$ cat src/rtl/udp_tx_sched.sv
// ---------------------------------------------------------------------------
// udp_tx_sched
//
// Two-channel transmit scheduler for the UDP engine (eth_tx_clk domain).
// Channel 0 is the receive-echo FIFO path, channel 1 the local status /
// heartbeat source. Each channel posts a one-cycle start pulse with a byte
// count. The request is latched as "pending" and the single UDP transmitter
// is granted round-robin. While a packet is in flight the engine's data
// request is steered to the granted channel's source and that source's data
// is steered back to the engine. After each packet a minimum idle gap is
// enforced. A watchdog aborts a packet whose tx_done never arrives.
//
// Ports
//   eth_tx_clk     in   clock
//   rst            in   asynchronous, active-high reset
//   ch0_start      in   one-cycle send request, channel 0
//   ch0_byte_num   in   [15:0] payload bytes, sampled with ch0_start
//   ch0_rd_en      out  read strobe to channel 0 data source
//   ch0_rd_data    in   [31:0] data from channel 0 source
//   ch0_done       out  one-cycle pulse, channel 0 packet completed
//   ch1_*          same set for channel 1
//   tx_start_en    out  one-cycle start pulse to the UDP engine
//   tx_byte_num    out  [15:0] byte count to the engine, changes only on grant
//   tx_req         in   engine data request
//   tx_data        out  [31:0] data to the engine
//   tx_done        in   engine completion pulse
//   busy           out  high whenever the scheduler is not idle
//   active_ch      out  channel currently or last granted
//   timeout_err    out  one-cycle pulse when a packet is aborted
//   dbg_state      out  [1:0] current FSM state (0 IDLE,1 START,2 BUSY,3 GAP)
//
// Data handshake with the engine: the engine raises tx_req in every cycle it
// consumes a word. In BUSY, tx_req is forwarded in the same cycle as rd_en to
// the granted channel's source, and that source's rd_data is presented on
// tx_data. There is no back-pressure toward the engine: the source must be
// able to supply a word in every cycle rd_en is high. tx_req and tx_done seen
// outside BUSY have no effect.
// ---------------------------------------------------------------------------
module udp_tx_sched #(
   parameter int GAP_CYCLES     = 12,
   parameter int TIMEOUT_CYCLES = 200000
) (
   input  logic        eth_tx_clk,
   input  logic        rst,
   input  logic        ch0_start,
   input  logic [15:0] ch0_byte_num,
   output logic        ch0_rd_en,
   input  logic [31:0] ch0_rd_data,
   output logic        ch0_done,
   input  logic        ch1_start,
   input  logic [15:0] ch1_byte_num,
   output logic        ch1_rd_en,
   input  logic [31:0] ch1_rd_data,
   output logic        ch1_done,
   output logic        tx_start_en,
   output logic [15:0] tx_byte_num,
   input  logic        tx_req,
   output logic [31:0] tx_data,
   input  logic        tx_done,
   output logic        busy,
   output logic        active_ch,
   output logic        timeout_err,
   output logic [1:0]  dbg_state
);

   // Gap counter width; at least one bit so GAP_CYCLES = 0 still elaborates.
   localparam int GAP_W = (GAP_CYCLES < 2) ? 1 : $clog2(GAP_CYCLES + 1);
   localparam logic [GAP_W-1:0] GAP_LOAD = GAP_W'(GAP_CYCLES);
   // Watchdog value at which BUSY is abandoned.
   localparam logic [23:0] TO_LAST = 24'(TIMEOUT_CYCLES - 1);

   typedef enum logic [1:0] {
      S_IDLE  = 2'd0,
      S_START = 2'd1,
      S_BUSY  = 2'd2,
      S_GAP   = 2'd3
   } state_t;

   state_t           state;
   logic             pend0;
   logic             pend1;
   logic [15:0]      len0;
   logic [15:0]      len1;
   logic             rr;        // channel favoured when both are pending
   logic [23:0]      wd_cnt;
   logic [GAP_W-1:0] gap_cnt;

   logic grant_ok;
   logic grant_ch;

   // ------------------------------------------------------------------------
   // Grant decision. With a single pending channel it wins outright; with
   // both pending the rr bit decides. rr always points away from the channel
   // just served, so a lone request does not cost the other channel its turn.
   // ------------------------------------------------------------------------
   always_comb begin
      grant_ok = 1'b0;
      grant_ch = 1'b0;
      if (state == S_IDLE && (pend0 || pend1)) begin
         grant_ok = 1'b1;
         if (pend0 && pend1) begin
            grant_ch = rr;
         end else begin
            grant_ch = pend1;
         end
      end
   end

   // ------------------------------------------------------------------------
   // Pending latches. A new non-zero request always wins over the clear from
   // a grant in the same cycle, so a request arriving as its predecessor is
   // granted is kept as a fresh packet. Repeated requests while pending just
   // overwrite the length (coalescing). Zero-length requests are dropped.
   // ------------------------------------------------------------------------
   always_ff @(posedge eth_tx_clk or posedge rst) begin
      if (rst) begin
         pend0 <= 1'b0;
         pend1 <= 1'b0;
         len0  <= 16'd0;
         len1  <= 16'd0;
      end else begin
         if (ch0_start && ch0_byte_num != 16'd0) begin
            pend0 <= 1'b1;
            len0  <= ch0_byte_num;
         end else if (grant_ok && !grant_ch) begin
            pend0 <= 1'b0;
         end

         if (ch1_start && ch1_byte_num != 16'd0) begin
            pend1 <= 1'b1;
            len1  <= ch1_byte_num;
         end else if (grant_ok && grant_ch) begin
            pend1 <= 1'b0;
         end
      end
   end

   // ------------------------------------------------------------------------
   // Main FSM with registered pulse outputs.
   //   IDLE  -> START on grant (latch channel, byte count, advance rr)
   //   START -> BUSY, raising tx_start_en for the first BUSY cycle
   //   BUSY  -> GAP on tx_done (done pulse) or watchdog expiry (error pulse);
   //            tx_done is checked first so it wins a tie with the watchdog
   //   GAP   -> IDLE after GAP_CYCLES + 1 cycles
   // ------------------------------------------------------------------------
   always_ff @(posedge eth_tx_clk or posedge rst) begin
      if (rst) begin
         state       <= S_IDLE;
         rr          <= 1'b0;
         active_ch   <= 1'b0;
         tx_byte_num <= 16'd0;
         tx_start_en <= 1'b0;
         ch0_done    <= 1'b0;
         ch1_done    <= 1'b0;
         timeout_err <= 1'b0;
         wd_cnt      <= 24'd0;
         gap_cnt     <= '0;
      end else begin
         tx_start_en <= 1'b0;
         ch0_done    <= 1'b0;
         ch1_done    <= 1'b0;
         timeout_err <= 1'b0;

         case (state)
            S_IDLE: begin
               if (grant_ok) begin
                  active_ch   <= grant_ch;
                  tx_byte_num <= grant_ch ? len1 : len0;
                  rr          <= ~grant_ch;
                  state       <= S_START;
               end
            end

            S_START: begin
               tx_start_en <= 1'b1;
               wd_cnt      <= 24'd0;
               state       <= S_BUSY;
            end

            S_BUSY: begin
               if (tx_done) begin
                  if (active_ch) begin
                     ch1_done <= 1'b1;
                  end else begin
                     ch0_done <= 1'b1;
                  end
                  gap_cnt <= GAP_LOAD;
                  state   <= S_GAP;
               end else if (wd_cnt == TO_LAST) begin
                  timeout_err <= 1'b1;
                  gap_cnt     <= GAP_LOAD;
                  state       <= S_GAP;
               end else begin
                  wd_cnt <= wd_cnt + 24'd1;
               end
            end

            S_GAP: begin
               if (gap_cnt == '0) begin
                  state <= S_IDLE;
               end else begin
                  gap_cnt <= gap_cnt - GAP_W'(1);
               end
            end

            default: begin
               state <= S_IDLE;
            end
         endcase
      end
   end

   // ------------------------------------------------------------------------
   // Datapath steering. Read strobes only exist in BUSY so a stray tx_req
   // during START or GAP cannot pop a word from either source.
   // ------------------------------------------------------------------------
   always_comb begin
      ch0_rd_en = tx_req && (state == S_BUSY) && !active_ch;
      ch1_rd_en = tx_req && (state == S_BUSY) && active_ch;
      tx_data   = active_ch ? ch1_rd_data : ch0_rd_data;
      busy      = (state != S_IDLE);
      dbg_state = state;
   end

endmodule

$ cat config.mk
export PLATFORM = sky130hd
export DESIGN_NAME = udp_tx_sched
export DESIGN_NICKNAME = d
export VERILOG_FILES = /design/src/rtl/udp_tx_sched.sv
export SDC_FILE = /design/constraint.sdc
export NUM_CORES = 1
export LEC_CHECK = 0
export BUFFER_PORTS_ARGS = -buffer_cell sky130_fd_sc_hd__buf_2
export CORE_ASPECT_RATIO = 1.75
export CORE_MARGIN = 1
export CORE_UTILIZATION = 45
export CTS_BUF_LIST = sky130_fd_sc_hd__clkbuf_2 sky130_fd_sc_hd__clkbuf_4 sky130_fd_sc_hd__clkbuf_8
export DETAILED_ROUTE_END_ITERATION = 10
export PLACE_DENSITY = 0.83
export SKIP_LAST_GASP = 1
export SLEW_MARGIN = 20
export SYNTH_ARGS = -nofsm -noshare
export SYNTH_HDL_FRONTEND = slang
export SYNTH_SLANG_ARGS = --single-unit
$ cat constraint.sdc
create_clock -name eth_tx_clk -period 3.1 [get_ports eth_tx_clk]
set_input_delay 0.62 -clock eth_tx_clk [delete_from_list [all_inputs] [get_ports eth_tx_clk]]
set_output_delay 0.62 -clock eth_tx_clk [all_outputs]
set_load 0.01 [all_outputs]
Yosys cells after proc, flatten, opt, wreduce, memory -nomap -nowiden
Index checks and enable logic that the tools add are counted.
{"block": "word_totals", "reg_bits": 86, "in_bits": 102, "out_inout_bits": 58, "wordCells": 83}
{"block": "op_classes", "n_addsub": 2, "n_eq_ne": 10, "n_mux": 31, "n_bitwise": 1, "reduce_logical": 25}
{"op": "24-bit 2-to-1 mux", "count": 2}
{"op": "24-bit case mux with 2 select lines", "count": 1}
{"op": "32-bit 2-to-1 mux", "count": 1}
{"op": "16-bit nonzero test", "count": 2}
{"op": "24-bit by 1-bit adder with 24-bit output (second input constant)", "count": 1}
{"op": "24-bit by 18-bit equality test with 1-bit output (second input constant)", "count": 1}
{"op": "1-bit 2-to-1 mux", "count": 17}
{"op": "16-bit 2-to-1 mux", "count": 1}
{"op": "4-bit 2-to-1 mux", "count": 3}
{"op": "2-bit inequality test (second input constant)", "count": 5}
{"op": "2-bit nonzero test", "count": 5}
{"op": "1-bit logical AND", "count": 9}
{"op": "3-bit AND reduction", "count": 3}
{"op": "2-bit 2-to-1 mux", "count": 4}
{"op": "2-bit case mux with 4 select lines", "count": 1}
{"op": "4-bit case mux with 2 select lines", "count": 1}
{"op": "2-bit equality test (second input constant)", "count": 2}
{"op": "4-bit logical NOT", "count": 1}
{"op": "4-bit by 1-bit subtractor with 4-bit output (second input constant)", "count": 1}
{"op": "3-bit inequality test (second input constant)", "count": 1}
{"op": "2-bit by 1-bit equality test with 1-bit output (second input constant)", "count": 1}
{"op": "1-bit logical NOT", "count": 2}
{"op": "2-bit logical NOT", "count": 1}
{"op": "2-bit AND reduction", "count": 1}
{"op": "2 further kinds", "count": 2}

Longest topological paths before layout
Gate-level depths: netlist of run 1.
{"block": "depth", "depth_word": 7, "mapped_depth": 8, "ltp_nobuf": 7}

Worst setup path before layout of run 1
Ideal clock, no wire load.
{"block": "synth_path", "kind": "register -> register", "start": "register wd_cnt[14]", "end": "register state[1] (netlist: dbg_state[1])", "setup_time_ps": 128, "t_arrival_ps": 2148, "required_time_ps": 2972, "setup_slack_ps": 825, "stages_incl_launch_ff": 7, "path_buffers": 1, "synth_period_minus_slack_ps": 2275, "cell_sequence": "dfrtp_1 > or4_4 > nor4_4 > a31oi_1 > buf_6 > a311oi_4 > mux2_1"}
{"block": "synth_between", "elab_chain_len": 3}
{"item": "start, declared", "line_no": "85", "text": "logic [23:0] wd_cnt;"}
{"item": "start signal, assigned", "line_no": "194", "text": "wd_cnt <= wd_cnt + 24'd1;"}
{"item": "24-bit by 18-bit equality test with 1-bit output", "line_no": "189", "text": "end else if (wd_cnt == TO_LAST) begin"}
{"item": "3-bit inequality test (no source line)"}
{"item": "3-bit AND reduction (no source line)"}
{"item": "end signal, assigned", "line_no": "188", "text": "state <= S_GAP;"}
{"item": "end signal, assigned", "line_no": "192", "text": "state <= S_GAP;"}
{"item": "end signal, assigned", "line_no": "200", "text": "state <= S_IDLE;"}
{"item": "end, declared", "line_no": "79", "text": "state_t state;"}
Every way passes these cells.
A chain may end at the register's enable or synchronous reset.

Worst setup path in the final report of run 1
Ends and elaborated chain as after synthesis.

==> results.sh, run 1 <==
export IMPL_dp_cells=656
export IMPL_multi_input_area_sq_um=2000
export IMPL_htreeDepth=3
export IMPL_max_freq_ghz=0.410
export IMPL_fp_coreArea_sq_um=9410
export IMPL_syn_nets=490
export IMPL_grt_ovfl_total=0
export IMPL_yosysUniqueCellTypes=48
export IMPL_synth_async_sr_flop_share=1.00
export IMPL_area_growth_pct=26.7
export IMPL_ys_warn_count=0
export IMPL_layout_cells_non_filler=672
export IMPL_power_density_nw_per_um2=718
export IMPL_vias=3820
export IMPL_critPathLaunchType="register"
export IMPL_status="finished, final reports clean"
export IMPL_dr_first_iter_drc_count=252
export IMPL_rows=47
export IMPL_numCtsBuffers=9
export IMPL_vias_per_cell=5.68
export IMPL_grt_antenna_before_repair=0
export IMPL_relSlewSlack=0.462
export IMPL_period_needed_ps=2440
export IMPL_crit_required_ps=3340
export IMPL_drc=0
export IMPL_nNetsFinal=653
export IMPL_syn_inst=382
export IMPL_fillers=823
export IMPL_crit_arrival_ps=2680
export IMPL_synth_seq_cells=86
export IMPL_detail_route_wl_per_cell_um=18.8
export IMPL_end_kind="register"
export IMPL_cts_tree="yes"
export IMPL_clock_skew_ps=4.96
export IMPL_postCtsResizedCells=0
export IMPL_grt_pass1_vias=3899
export IMPL_tightest_slew_ps=807
export IMPL_cts_buffer_depth=2
export IMPL_die_h_um=132
export IMPL_postCtsHoldBufs=0
export IMPL_avgSynthCellArea_sq_um=11.3
export IMPL_clock_latency_ps=360
export IMPL_place_hpwl_um=9810
export IMPL_die_area_sq_um=10000
export IMPL_pwr_share_comb=0.431
export IMPL_synth_area_sq_um=4320
export IMPL_crit_chain="or4_4 > nor4_4 > a31oi_1 > buf_4 > a311oi_4 > mux2_1"
export IMPL_port_buffers=159
export IMPL_synth_ff_type="dfrtp_1"
export IMPL_ir_worst_vdd_v=0.000642
export IMPL_setup_viol=0
export IMPL_hold_viol=0
export IMPL_gp_congestion=1.03
export IMPL_cp_num_buf_inv=1
export IMPL_p_int_uw=2420
export IMPL_synth_largest_area_cell="dfrtp_1"
export IMPL_synthTopCellsByCount="dfrtp_1, mux2_2, nand2_1, inv_1, nand3_1"
export IMPL_p_sw_uw=1510
export IMPL_grt_max_degree=48
export IMPL_crit_fanout=20
export IMPL_synth_edf_count=0
export IMPL_final_antenna_net_count=0
export IMPL_synth_top_area_share=0.498
export IMPL_grt_usage=0.259
export IMPL_setup_tns_final_ps=0
export IMPL_slowest_stage="or4_4"
export IMPL_post_cts_buffers=0
export IMPL_seq_area_frac_synth=0.498
export IMPL_cp_top_family="simple AND/OR/NAND/NOR gates"
export IMPL_power_leakage_uw=0.00274
export IMPL_swShare=0.384
export IMPL_synth_area_top_cells="dfrtp_1, mux2_2, a222oi_1"
export IMPL_initial_core_util=0.459
export IMPL_clkPwrFrac=0.181
export IMPL_io_pins=160
export IMPL_yosysMostFrequentCell="dfrtp_1"
export IMPL_seqCellArea_sq_um=2150
export IMPL_drv_cap=0
export IMPL_crit_type="register to register"
export IMPL_post_route_period_util=0.787
export IMPL_slowest_delay_ps=550
export IMPL_report_final_slew_viol_count=0
export IMPL_hp_class="input pin to asynchronous set/reset pin"
export IMPL_cts_root_buf="clkbuf_8"
export IMPL_numClockSinks=86
export IMPL_p_seq_frac=0.389
export IMPL_fp_dieW_um=76.1
export IMPL_drive_above_1_share=0.468
export IMPL_rsz0062_at_grt="no"
export IMPL_wl_um=12600
export IMPL_first_pass_iters=5
export IMPL_grt_pass1_wl_um=19900
export IMPL_clkSlewWorstSetupHoldPaths_ps=80
[cell families after synthesis]
group,synth area share
AND/OR/NAND/NOR,0.137
buffers and inverters,0.0429
multiplexers,0.190
flip-flops,0.498
AO/OA/AOI/OAI,0.112
XOR/XNOR,0.00203
adder cells (fa/ha/maj),0.0174
[flip-flops by register name, summed over array words and instances (netlist names), 2 cells and up]
| signal | cells |
|---|---|
| dbg_state | 2 |
| gap_cnt | 4 |
| len0 | 16 |
| len1 | 16 |
| tx_byte_num | 16 |
| wd_cnt | 24 |
[cells in the final DEF, fill, tap and decap left out, types with 6 or more instances in the layout]
cell type,instances
clkbuf_8,10
nand2_1,29
a222oi_1,16
dfrtp_1,86
buf_4,9
mux2_2,64
nand3_1,18
nand4_1,9
ha_1,6
nor4_1,10
mux2i_1,9
nor2_1,12
buf_2,159
inv_1,27
a31oi_1,15
o21ai_0,10
[power by group through the flow]
| stage | registers [uW] | logic [uW] | clock network, uW |
|---|---|---|---|
| final | 1530 | 1690 | 710 |
| after detailed placement | 1550 | 1690 | 0 |
| after global routing | 1550 | 1840 | 768 |
| after floorplan | 1570 | 1050 | 0 |
| after global placement | 1540 | 1640 | 0 |
| after CTS | 1530 | 1700 | 731 |
[path summary, 6_finish.rpt]
| path | start | end | slack [ps] | cells past startpoint |
|---|---|---|---|---|
| min reg2reg | tx_byte_num[7] | tx_byte_num[7] | 490 | 2 |
| min | rst | tx_byte_num[10] | 370 | 2 |
| min in group eth_tx_clk | tx_byte_num[7] | tx_byte_num[7] | 490 | 2 |
| max | wd_cnt[14] | dbg_state[1] | 660 | 6 |
| max in group asynchronous | rst | ch1_done | 2040 | 3 |
| max reg2reg | wd_cnt[14] | dbg_state[1] | 660 | 6 |
[layer usage]
layer | global-route usage | vias to the layer above | wire length, um
met5 | 0 | - | 0
met3 | 0.0701 | 25 | 792
met4 | 0.110 | 0 | 269
met1 | 0.297 | 1898 | 4860
li1 | - | 1750 | -
met2 | 0.450 | 147 | 6690
[stage by stage]
step	instance area [sq um]	worst slack, ps	power (uW)	hold WS [ps]	utilization
after floorplan	4320	258	2610	451	-
after global placement	5300	701	3170	469	0.563
after detailed placement	5300	658	3230	476	0.563
after CTS	5470	656	3960	390	0.581
after global routing	5470	535	4160	449	0.581
final	5470	659	3930	371	0.582
[worst register-to-register path, cell delays in order, from the launching register on]
cell and delay [ps]:
dfrtp_1 460, or4_4 550, nor4_4 300, a31oi_1 140, buf_4 230, a311oi_4 300
mux2_1 350
[area by class of cell]
cell class | count | share of cell area
antenna | 1 | 0.000457
clock buffer | 12 | 0.0279
clock inverter | 3 | 0.00389
inverter | 28 | 0.0194
multi-input combinational | 251 | 0.366
sequential | 86 | 0.393
tap | 122 | 0.0279
timing repair buffer | 169 | 0.161
Power figures use the tool's default switching activity.
==> inputs of run 2 (changes only) <==
==> constraint.sdc (replaced) <==
create_clock -name eth_tx_clk -period 2.3 [get_ports eth_tx_clk]
set_input_delay 0.46 -clock eth_tx_clk [delete_from_list [all_inputs] [get_ports eth_tx_clk]]
set_output_delay 0.46 -clock eth_tx_clk [all_outputs]
set_load 0.01 [all_outputs]
==> results.sh, run 2 (synthesis results as in run 1) <==
export IMPL_clock_skew_ps=12.3
export IMPL_rsz0062_at_grt="yes"
export IMPL_pwr_share_comb=0.429
export IMPL_power_density_nw_per_um2=974
export IMPL_grt_antenna_before_repair=0
export IMPL_power_leakage_uw=0.00287
export IMPL_initial_core_util=0.459
export IMPL_final_cell_mix="buf_2, dfrtp_1, mux2_2, buf_4, nand2_1"
export IMPL_tightest_slew_ps=627
export IMPL_die_area_sq_um=10000
export IMPL_diodes=0
export IMPL_largest_register="wd_cnt"
export IMPL_fp_coreArea_sq_um=9410
export IMPL_clkPwrFrac=0.203
export IMPL_drv_cap=0
export IMPL_p_sw_uw=2080
export IMPL_numCtsBuffers=9
export IMPL_status="finished, final reports clean"
export IMPL_grt_pass1_wl_um=19900
export IMPL_crit_arrival_ps=2490
export IMPL_ir_worst_vdd_v=0.000705
export IMPL_io_pins=160
export IMPL_gp_congestion=1.03
export IMPL_cts_root_buf="clkbuf_8"
export IMPL_p_seq_frac=0.368
export IMPL_final_antenna_net_count=0
export IMPL_place_hpwl_um=9480
export IMPL_grt_pass1_vias=3999
export IMPL_clkSlewWorstSetupHoldPaths_ps=90
export IMPL_setup_tns_final_ps=0
export IMPL_postCtsHoldBufs=0
export IMPL_cts_tree="yes"
export IMPL_numClockSinks=86
export IMPL_grt_max_degree=87
export IMPL_whs_ps=186
export IMPL_dr_first_iter_drc_count=382
export IMPL_drive_above_1_share=0.494
export IMPL_report_final_slew_viol_count=0
export IMPL_vias=3876
export IMPL_first_pass_iters=7
export IMPL_post_route_period_util=0.980
export IMPL_area_growth_pct=32.1
export IMPL_multi_input_area_sq_um=2040
export IMPL_fillers=798
export IMPL_detail_route_wl_per_cell_um=17.8
export IMPL_crit_type="register to register"
export IMPL_crit_fanout=5
export IMPL_grt_usage=0.254
export IMPL_end_kind="register"
export IMPL_critPathLaunchType="register"
export IMPL_seqCellArea_sq_um=2150
export IMPL_wl_um=12300
export IMPL_port_buffers=159
export IMPL_relSlewSlack=0.582
export IMPL_rows=47
export IMPL_fp_dieW_um=76.1
export IMPL_vias_per_cell=5.59
export IMPL_hp_class="input pin to asynchronous set/reset pin"
export IMPL_largest_reg_flops=24
export IMPL_p_int_uw=3480
export IMPL_swShare=0.374
export IMPL_htreeDepth=3
export IMPL_period_needed_ps=2250
export IMPL_grt_ovfl_total=0
export IMPL_mostFrequentLayoutCell="buf_2"
export IMPL_clock_latency_ps=360
export IMPL_max_freq_ghz=0.444
export IMPL_cts_buffer_depth=2
export IMPL_nNetsFinal=674
export IMPL_power_total_uw=5560
export IMPL_hold_viol=0
export IMPL_die_h_um=132
export IMPL_drc=0
export IMPL_crit_required_ps=2540
export IMPL_setup_viol=0
run 2: cell types whose count changed in the layout (fill, tap and decap cells not counted), sizes merged:
cell	before	now
diode	1	0
bufinv	0	1
clkinv	3	1
inv	27	28
clkinvlp	1	2
buf	169	190
run 2: path summary, 6_finish.rpt:
path,start,to,slack (ps),cells past startpoint
setup / recovery,wd_cnt[21],gap_cnt[2],50,5
hold / removal,rst,len0[9],190,3
max in group asynchronous,rst,gap_cnt[0],1710,3
hold reg to reg,active_ch,active_ch,480,1
setup reg to reg,wd_cnt[21],gap_cnt[2],50,5
min in group eth_tx_clk,ch0_byte_num[11],len0[11],330,3
run 2: area by class of cell:
| type | instances | area share |
|---|---|---|
| flip-flops and latches | 86 | 0.377 |
| multi-input cells | 251 | 0.357 |
| repair buffers | 190 | 0.182 |
| clock buffers | 12 | 0.0289 |
| well taps | 122 | 0.0267 |
| inverters | 28 | 0.0191 |
| clock inverters | 4 | 0.00899 |
run 2: metrics by stage:
| step | instances | setup WS, ps | instance area (sq um) | util |
|---|---|---|---|---|
| finish | 693 | 45.4 | 5710 | 0.607 |
| global route | 693 | -1.60 | 5710 | 0.607 |
| CTS | 693 | 33.9 | 5680 | 0.604 |
| detailed placement | 677 | -0.0993 | 5460 | 0.580 |
| global placement | 677 | 39.5 | 5460 | 0.580 |
| floorplan | 382 | 24.6 | 4320 | - |
run 2: critical path, cell delays in order (launching register included):
cell     delay, ps
dfrtp_1        390
or4_4          560
nor4_4         350
a31oi_4        170
mux2_2         290
or3_1          370
run 2: metal layers:
metal  part of all wire  track usage  vias to the layer above
met5                  0            0                        -
met4              0.032        0.109                        0
met3              0.070       0.0722                       32
met2               0.52        0.433                      179
met1               0.38        0.297                     1880
li1                   -            -                     1785
run 2: power groups by stage:
stage          Clock, uW  Sequential, uW  Combinational (uW)
2_1_floorplan          0            2110                1410
3_3_place_gp           0            2050                2270
3_5_place_dp           0            2070                2360
4_1_cts             1160            2040                2370
5_1_grt             1210            2080                2590
6_report            1130            2050                2380
run 2: repair_timing:
action / in CTS / in global routing
setup buffers: 0 / 0
pin swaps: 0 / 3
gates resized for setup: 1 / 4
setup endpoints to repair: 1 / 4
